File: config.mk
export PLATFORM = sky130hd
export DESIGN_NAME = uart_rx_ctrl
export DESIGN_NICKNAME = d
export VERILOG_FILES = /design/src/rtl/uart_pkg.sv /design/src/rtl/uart_rx_sync.sv /design/src/rtl/uart_rx_ctrl.sv
export SDC_FILE = /design/constraint.sdc
export NUM_CORES = 1
export LEC_CHECK = 0
export CAP_MARGIN = 15
export CORE_MARGIN = 8
export CORE_UTILIZATION = 30
export CTS_CLUSTER_SIZE = 24
export DETAILED_ROUTE_END_ITERATION = 7
export PLACE_DENSITY = 0.51
export RECOVER_POWER = 100
export SLEW_MARGIN = 10
export SYNTH_ARGS = -nofsm -noshare
export SYNTH_HDL_FRONTEND = slang
export SYNTH_HIERARCHICAL = 1
export SYNTH_SLANG_ARGS = --single-unit
File: constraint.sdc
create_clock -name clk -period 2.2 [get_ports clk]
set_input_delay 0.33 -clock clk [delete_from_list [all_inputs] [get_ports clk]]
set_output_delay 0.33 -clock clk [all_outputs]
set_load 0.01 [all_outputs]
File: src/rtl/uart_pkg.sv
// Shared UART definitions: receive FSM states and default frame constants.
// UART_RX_PARITY_EN adds the PARITY state to the receive FSM.
package uart_pkg;

    localparam int DEF_OVERSAMPLE = 16;
    localparam int DEF_DATA_BITS  = 8;

`ifdef UART_RX_PARITY_EN
    typedef enum logic [2:0] {
        RX_IDLE,
        RX_START,
        RX_DATA,
        RX_PARITY,
        RX_STOP
    } rx_state_t;
`else
    typedef enum logic [2:0] {
        RX_IDLE,
        RX_START,
        RX_DATA,
        RX_STOP
    } rx_state_t;
`endif

endpackage

File: src/rtl/uart_rx_sync.sv
// Two-flop synchronizer for the asynchronous RX line.
// Resets to the idle (high) line level so no false start follows reset.
module uart_rx_sync (
    input  logic clk,
    input  logic rst,
    input  logic serialInput,
    output logic rxSync
);

    logic meta;

    // Two-stage capture of the line into the clk domain
    always_ff @(posedge clk or posedge rst) begin
        if (rst) begin
            meta   <= 1'b1;
            rxSync <= 1'b1;
        end else begin
            meta   <= serialInput;
            rxSync <= meta;
        end
    end

endmodule

File: src/rtl/uart_rx_ctrl.sv
// UART receive frame controller: start qualification, mid-bit sampling,
// stop/parity checks and host handshake. Parity via UART_RX_PARITY_EN.
module uart_rx_ctrl
    import uart_pkg::*;
#(
    parameter int DATA_BITS  = DEF_DATA_BITS,
    parameter int OVERSAMPLE = DEF_OVERSAMPLE
) (
    input  logic                 clk,
    input  logic                 rst,
    input  logic                 baudTick,
    input  logic                 serialInput,
    input  logic                 dataReady,
    output logic [DATA_BITS-1:0] dataOut,
    output logic                 dataValid,
    output logic                 frameError,
    output logic                 overrunError,
`ifdef UART_RX_PARITY_EN
    output logic                 parityError,
`endif
    output logic                 busy
);

    localparam int TW = $clog2(OVERSAMPLE);
    localparam logic [TW-1:0] HALF = TW'(OVERSAMPLE / 2 - 1);
    localparam logic [TW-1:0] LAST = TW'(OVERSAMPLE - 1);
    localparam logic [2:0]    BLAST = 3'(DATA_BITS - 1);

    rx_state_t state, stateNext;

    logic                 rxSync;
    logic                 rxPrev;
    logic [TW-1:0]        tickCnt;
    logic [2:0]           bitCnt;
    logic [DATA_BITS-1:0] shiftReg;
    logic                 atHalf;
    logic                 atLast;
    logic                 stopSample;
    logic                 parBad;
    logic                 goodFrame;
    logic                 loadByte;
    logic                 overrun;

    uart_rx_sync uSync (
        .clk        (clk),
        .rst        (rst),
        .serialInput(serialInput),
        .rxSync     (rxSync)
    );

    assign atHalf = (tickCnt == HALF);
    assign atLast = (tickCnt == LAST);
    assign busy   = (state != RX_IDLE);

    // State register
    always_ff @(posedge clk or posedge rst) begin
        if (rst) state <= RX_IDLE;
        else     state <= stateNext;
    end

    // Next-state logic; everything advances only on baudTick
    always_comb begin
        stateNext = state;
        if (baudTick) begin
            unique case (state)
                RX_IDLE:
                    if (rxPrev && !rxSync) stateNext = RX_START;
                RX_START:
                    if (atHalf) stateNext = rxSync ? RX_IDLE : RX_DATA;
                RX_DATA:
`ifdef UART_RX_PARITY_EN
                    if (atLast && bitCnt == BLAST) stateNext = RX_PARITY;
                RX_PARITY:
                    if (atLast) stateNext = RX_STOP;
`else
                    if (atLast && bitCnt == BLAST) stateNext = RX_STOP;
`endif
                RX_STOP:
                    if (atLast) stateNext = RX_IDLE;
                default:
                    stateNext = RX_IDLE;
            endcase
        end
    end

`ifdef UART_RX_PARITY_EN
    logic parityBit;

    // Capture the received parity bit mid-bit
    always_ff @(posedge clk or posedge rst) begin
        if (rst)
            parityBit <= 1'b0;
        else if (baudTick && state == RX_PARITY && atLast)
            parityBit <= rxSync;
    end

    assign parBad = (^shiftReg) ^ parityBit;
`else
    assign parBad = 1'b0;
`endif

    // Frame outcome at the stop-bit sample
    always_comb begin
        stopSample = baudTick && (state == RX_STOP) && atLast;
        goodFrame  = stopSample && rxSync && !parBad;
        loadByte   = goodFrame && (!dataValid || dataReady);
        overrun    = goodFrame && dataValid && !dataReady;
    end

    // Tick and bit counters, cleared on every state change
    always_ff @(posedge clk or posedge rst) begin
        if (rst) begin
            tickCnt <= '0;
            bitCnt  <= '0;
        end else if (baudTick) begin
            if (stateNext != state) begin
                tickCnt <= '0;
                bitCnt  <= '0;
            end else if (state != RX_IDLE) begin
                tickCnt <= atLast ? '0 : tickCnt + 1'b1;
                if (state == RX_DATA && atLast)
                    bitCnt <= bitCnt + 1'b1;
            end
        end
    end

    // Edge-detect history and LSB-first data shift register
    always_ff @(posedge clk or posedge rst) begin
        if (rst) begin
            rxPrev   <= 1'b1;
            shiftReg <= '0;
        end else if (baudTick) begin
            rxPrev <= rxSync;
            if (state == RX_DATA && atLast)
                shiftReg <= {rxSync, shiftReg[DATA_BITS-1:1]};
        end
    end

    // Host handshake and one-clk error pulses
    always_ff @(posedge clk or posedge rst) begin
        if (rst) begin
            dataOut      <= '0;
            dataValid    <= 1'b0;
            frameError   <= 1'b0;
            overrunError <= 1'b0;
`ifdef UART_RX_PARITY_EN
            parityError  <= 1'b0;
`endif
        end else begin
            frameError   <= stopSample && !rxSync;
            overrunError <= overrun;
`ifdef UART_RX_PARITY_EN
            parityError  <= stopSample && rxSync && parBad;
`endif
            if (loadByte) begin
                dataOut   <= shiftReg;
                dataValid <= 1'b1;
            end else if (dataValid && dataReady) begin
                dataValid <= 1'b0;
            end
        end
    end

endmodule

==> results_dict.tcl, run 1 <==
set metrics [dict create \
    final_cell_mix "dfrtp_1, dlygate4sd3_1, mux2_2" \
    ys_types 36 \
    numPortBuffers 16 \
    drive_above_1_share 0.222 \
    die_area_um2 7400 \
    relSlewSlack 0.515 \
    p_per_area_nw_per_um2 863 \
    multi_input_area_um2 556 \
    cap_violations 0 \
    grt_util_all_layers 0.0781 \
    cts_tree "built" \
    cp_slowest_stage_delay_ps 490 \
    hold_viol 0 \
    met3_usage 0.0306 \
    post-route-period-util 0.891 \
    core.rowCount 25 \
    tns_ps 0 \
    regArea_um2 805 \
    outcome "finished clean" \
    final_common_cell "dfrtp_1" \
    syn_inst 112 \
    ios 17 \
    fp.coreArea_um2 4720 \
    fin_skew_ps 4.44 \
    ant_nets 0 \
    cp_data_required_time_ps 1870 \
    syn_avg_cell_area_um2 13.1 \
    fin_nets 142 \
    worstMarginPinSlew_ps 727 \
    fillers 463 \
    ctsHoldBuffers 0 \
    num_vias 911 \
    fmax_ghz 0.510 \
    synth_area_um2 1470 \
    setup_ws_ps 239 \
    path_max_fanout 8 \
    grt_pass1_wl_um 4460 \
    synth_largest_area_cell "dfrtp_1" \
    wl_per_cell_um 12.7 \
    rsz0062_at_grt "false" \
    drc 0 \
    dr.pass1.iters 4 \
    use_met2 0.128 \
    yosysTopAreaCellShare 0.493 \
    clkSinkCount 32 \
    top_usage_layer "met2" \
    grt_start_max_net_pins 31 \
    gp_congestion 0.840 \
    cts_made_buffers 5 \
    worstPathCellList "or3_1 -> clkdlybuf4s50_1" \
    setup_violations 0 \
    final.min_clock_period_ps 1960 \
    cts_setup_buffers 0 \
    overflow 0 \
    synth_fp_nets 120 \
    cp.arrival_ps 1630 \
    grt_use_met1 0.0807 \
    place_ws_ps 322 \
    crit_slowest_cell "clkdlybuf4s50_1" \
    antenna_found_initial 0 \
    dp_hpwl_um 1830 \
    h-tree-depth 2 \
    final-max-slew-violation-count 0 \
    cts_buffer_depth 2 \
    synthToLayoutAreaGrowth_pct 18.2 \
    crit_family "buffers and inverters" \
    cts_root_buffer "clkbuf_8" \
    grt_pass1_vias 998 \
    yosys_register_bits 32 \
    finalWirelength_um 2570 \
    holdCritPathClass "reg2reg" \
    clk_pin_slew_ps 60 \
    die_w_um 86.0 \
    clkLatencyLatePin_ps 290 \
    startpoint_type "register" \
    end_kind "output pin" \
    crit_buf_inv 1 \
    p_leak_nw 0.856 \
    vias_per_cell 4.51 \
    critical_path_class "reg2out" \
    antenna_cells 0 \
    start_util 0.312 \
    ctsResizeCount 0 \
    fp.dieH_um 86.0 \
    peakVddDrop_mv 0.517 \
    yosys_warnings 6 \
    drtIter0Drc 61 \
    synthTopCellsByArea "dfrtp_1, mux2_4, mux2_2" \
    yosysSeqAreaShare 0.547 \
]
## power by group
part | switching (W) | total [W] | internal (W)
combinational | 0.000140 | 0.000271 | 0.000131
sequential | 0.000100 | 0.000767 | 0.000666
clock | 0.000215 | 0.000464 | 0.000249
total | 0.000455 | 0.00150 | 0.00105
## layer usage
metal	wire length, um	vias up	part of all wire
li1	-	442	-
met1	1130	440	0.44
met2	1210	21	0.47
met3	156	8	0.061
met4	79	0	0.031
met5	0	-	0
## worst paths after layout
check                                            start                     end  slack [ps]  depth (start not counted)
max in group asynchronous                          rst   bitCnt[0]$_DFFE_PP0P_        1030                          3
worst max register to register  tickCnt[0]$_DFFE_PP0P_  dataOut[5]$_DFFE_PP0P_         260                          6
min in group asynchronous                          rst    uSync/meta$_DFF_PP1_         520                          2
worst min-delay path              uSync/meta$_DFF_PP1_  uSync/rxSync$_DFF_PP1_         360                          0
worst min register to register    uSync/meta$_DFF_PP1_  uSync/rxSync$_DFF_PP1_         360                          0
worst max-delay path                state[1]$_DFF_PP0_                    busy         240                          2
## cell type report
cell class	instances	area share
tap	67	0.0482
multi-input combinational	71	0.319
inverter	4	0.00863
clock buffer	6	0.0475
clock inverter	2	0.00576
timing repair buffer	20	0.108
sequential	32	0.463
## kinds of logic (layout without fill, tap and decap cells)
family,Yosys count,after routing,share of synthesized area
compound gates,13,13,0.0629
xor+xnor,3,3,0.0179
fa+ha+maj,3,3,0.0255
buf+inv,9,32,0.0434
flops,32,32,0.547
mux,20,20,0.171
simple gates,32,32,0.133
## cell usage after synthesis, drive strengths merged
master	number
inv	4
a31oi	3
nand3	4
o32ai	1
o21ai	1
mux2	17
xnor2	2
o22a	1
nand4	1
nand2b	2
a311oi	1
dfstp	3
and4	1
and2b	1
xor2	1
a32oi	1
o31ai	1
nor2b	2
a21oi	3
dfrtp	29
or3	1
ha	3
buf	5
mux2i	3
and3	2
nor3	8
o22ai	1
nor2	6
nand2	4
## flip-flops by register name (all words and copies together) (netlist names)
name and count:
uSync/meta 1, shiftReg 8, frameError 1, overrunError 1, rxPrev 1, bitCnt 3
tickCnt 4, dataOut 8, state 3, dataValid 1, uSync/rxSync 1
## worst register-to-register path, cell delays in order (launching register included)
cell and delay (ps):
dfrtp_1 420, ha_1 300, and4_1 290, nand4_1 180
nor2b_2 140, buf_4 170, mux2_1 340
## per-stage QoR
step / instance area, um2 / util / hold slack (ps) / power, W / std cells
finish: 1740 / 0.368 / 364 / 0.00150 / 202
global route: 1740 / 0.368 / 368 / 0.00160 / 202
CTS: 1790 / 0.379 / 362 / 0.00154 / 202
detailed placement: 1700 / 0.359 / 353 / 0.00107 / 194
global placement: 1700 / 0.359 / 347 / 0.00104 / 194
floorplan: 1470 / - / 242 / 0.000988 / 112
(Power assumes the default switching activity.)
==> run 2, diff against run 1 <==
CTS_BUF_LIST = sky130_fd_sc_hd__clkbuf_16   (was not set)
==> run 2 against run 1 <==
Net effect:
- die area unchanged
- design area rose by 2.7%
- global-route usage up 0.080 points
- core utilization rose by 0.98 points
- clock-buffer cell count down 1
- cell count unchanged
- via count down 0.33%
- largest power group unchanged
- critical path depth is the same
- setup slack improved by 15 ps
- critical endpoint unchanged
- total power is 12% higher
- largest cell class unchanged
- first-iteration DRC count is 16% lower
- non-clock buffer count unchanged
==> results_dict.tcl, run 2 (synthesis gave the netlist of run 1 again) <==
set metrics [dict create \
    r2r-end "dataOut[5]$_DFFE_PP0P_" \
    tns_ps 0 \
    fmax_ghz 0.514 \
    holdCritPathClass "reg2reg" \
    drive_above_1_share 0.215 \
    antenna_cells 0 \
    fin_cells 202 \
    ctsResizeCount 0 \
    setup_ws_ps 254 \
    grt_pass1_vias 989 \
    die_area_um2 7400 \
    p_per_area_nw_per_um2 939 \
    numPortBuffers 16 \
    antenna_found_initial 0 \
    startpoint_type "register" \
    cts_setup_buffers 0 \
    setup_violations 0 \
    final.min_clock_period_ps 1950 \
    gp_congestion 0.840 \
    r2r_start "tickCnt[0]$_DFFE_PP0P_" \
    critical_path_class "reg2out" \
    cp_data_required_time_ps 1870 \
    clk_pin_slew_ps 50 \
    peakVddDrop_mv 0.565 \
    grt_util_all_layers 0.0789 \
    core.rowCount 25 \
    rsz0062_at_grt "false" \
    whs_path_depth 0 \
    die_w_um 86.0 \
    fillers 463 \
    met3_usage 0.0458 \
    cts_root_buffer "clkbuf_16" \
    dp_hpwl_um 1830 \
    grt_use_met1 0.0813 \
    hold_viol 0 \
    whs_ps 360 \
    top_usage_layer "met2" \
    final_cell_mix "dfrtp_1, dlygate4sd3_1, mux2_2" \
    drtIter0Drc 51 \
    synthToLayoutAreaGrowth_pct 21.3 \
    cts_buffer_depth 2 \
    reg2reg_slack_ps 260 \
    final_common_cell "dfrtp_1" \
    ant_nets 0 \
    min_from "uSync/meta$_DFF_PP1_" \
    h-tree-depth 2 \
    finalWirelength_um 2570 \
    cts_tree "built" \
    fp.dieH_um 86.0 \
    clkLatencyLatePin_ps 270 \
    post-route-period-util 0.885 \
    outcome "finished clean" \
    start_util 0.312 \
    drc 0 \
    end_kind "output pin" \
    final-max-slew-violation-count 0 \
    ios 17 \
    hold_path_end "uSync/rxSync$_DFF_PP1_" \
    cap_violations 0 \
    relSlewSlack 0.516 \
    fin_nets 142 \
    place_ws_ps 322 \
    clkSinkCount 32 \
    grt_start_max_net_pins 31 \
    p_leak_nw 0.876 \
    overflow 0 \
    fin_skew_ps 2.84 \
    vias_per_cell 4.50 \
    ctsHoldBuffers 0 \
    use_met2 0.127 \
    r2r_cells 6 \
    cts_made_buffers 5 \
    dr.pass1.iters 4 \
    reg_top3 "dataOut x8, shiftReg x8, tickCnt x4" \
    fp.coreArea_um2 4720 \
    cp.arrival_ps 1620 \
    wl_per_cell_um 12.7 \
    worstMarginPinSlew_ps 726 \
    num_vias 908 \
    grt_pass1_wl_um 4470 \
    place_inst 194 \
    path_max_fanout 8 \
    total_power_w 0.00168 \
]
[run 2: power breakdown]
| group | internal, W | leakage [nW] | switching (W) |
|---|---|---|---|
| registers | 0.000668 | 0.419 | 0.000101 |
| logic | 0.000131 | 0.386 | 0.000139 |
| clock network | 0.000409 | 0.0710 | 0.000230 |
[run 2: critical path: stages (launching register included)]
cell and delay, ps:
dfrtp_1 460, or3_1 390, clkdlybuf4s50_1 490
[run 2: final cells by class]
type	instances	area (um2)	share of cell area
tap	67	83.8	0.0470
multi-input combinational	71	556	0.311
sequential	32	805	0.451
clock inverter	3	13.8	0.00771
timing repair buffer	20	188	0.105
inverter	4	15.0	0.00841
clock buffer	5	125	0.0701
[run 2: how the worst max path moves through the flow]
stage | start | end | slack (ps) | cells past startpoint
after floorplan | tickCnt[0]$_DFFE_PP0P_ | dataOut[0]$_DFFE_PP0P_ | 530 | 6
after global placement | baudTick | dataOut[0]$_DFFE_PP0P_ | 340 | 5
after detailed placement | baudTick | dataOut[1]$_DFFE_PP0P_ | 320 | 5
after CTS | state[1]$_DFF_PP0_ | busy | 230 | 2
after global routing | tickCnt[0]$_DFFE_PP0P_ | dataOut[4]$_DFFE_PP0P_ | 130 | 6
final | state[1]$_DFF_PP0_ | busy | 250 | 2
[run 2: per-stage QoR]
stage	util	area [um2]
3_5_place_dp	0.359	1700
3_3_place_gp	0.359	1700
6_report	0.378	1790
4_1_cts	0.389	1840
2_1_floorplan	-	1470
5_1_grt	0.378	1790
[run 2: metal layers]
layer	vias up	share of wire
li1	442	-
met3	4	0.072
met4	0	0.015
met2	22	0.47
met5	-	0
met1	440	0.44
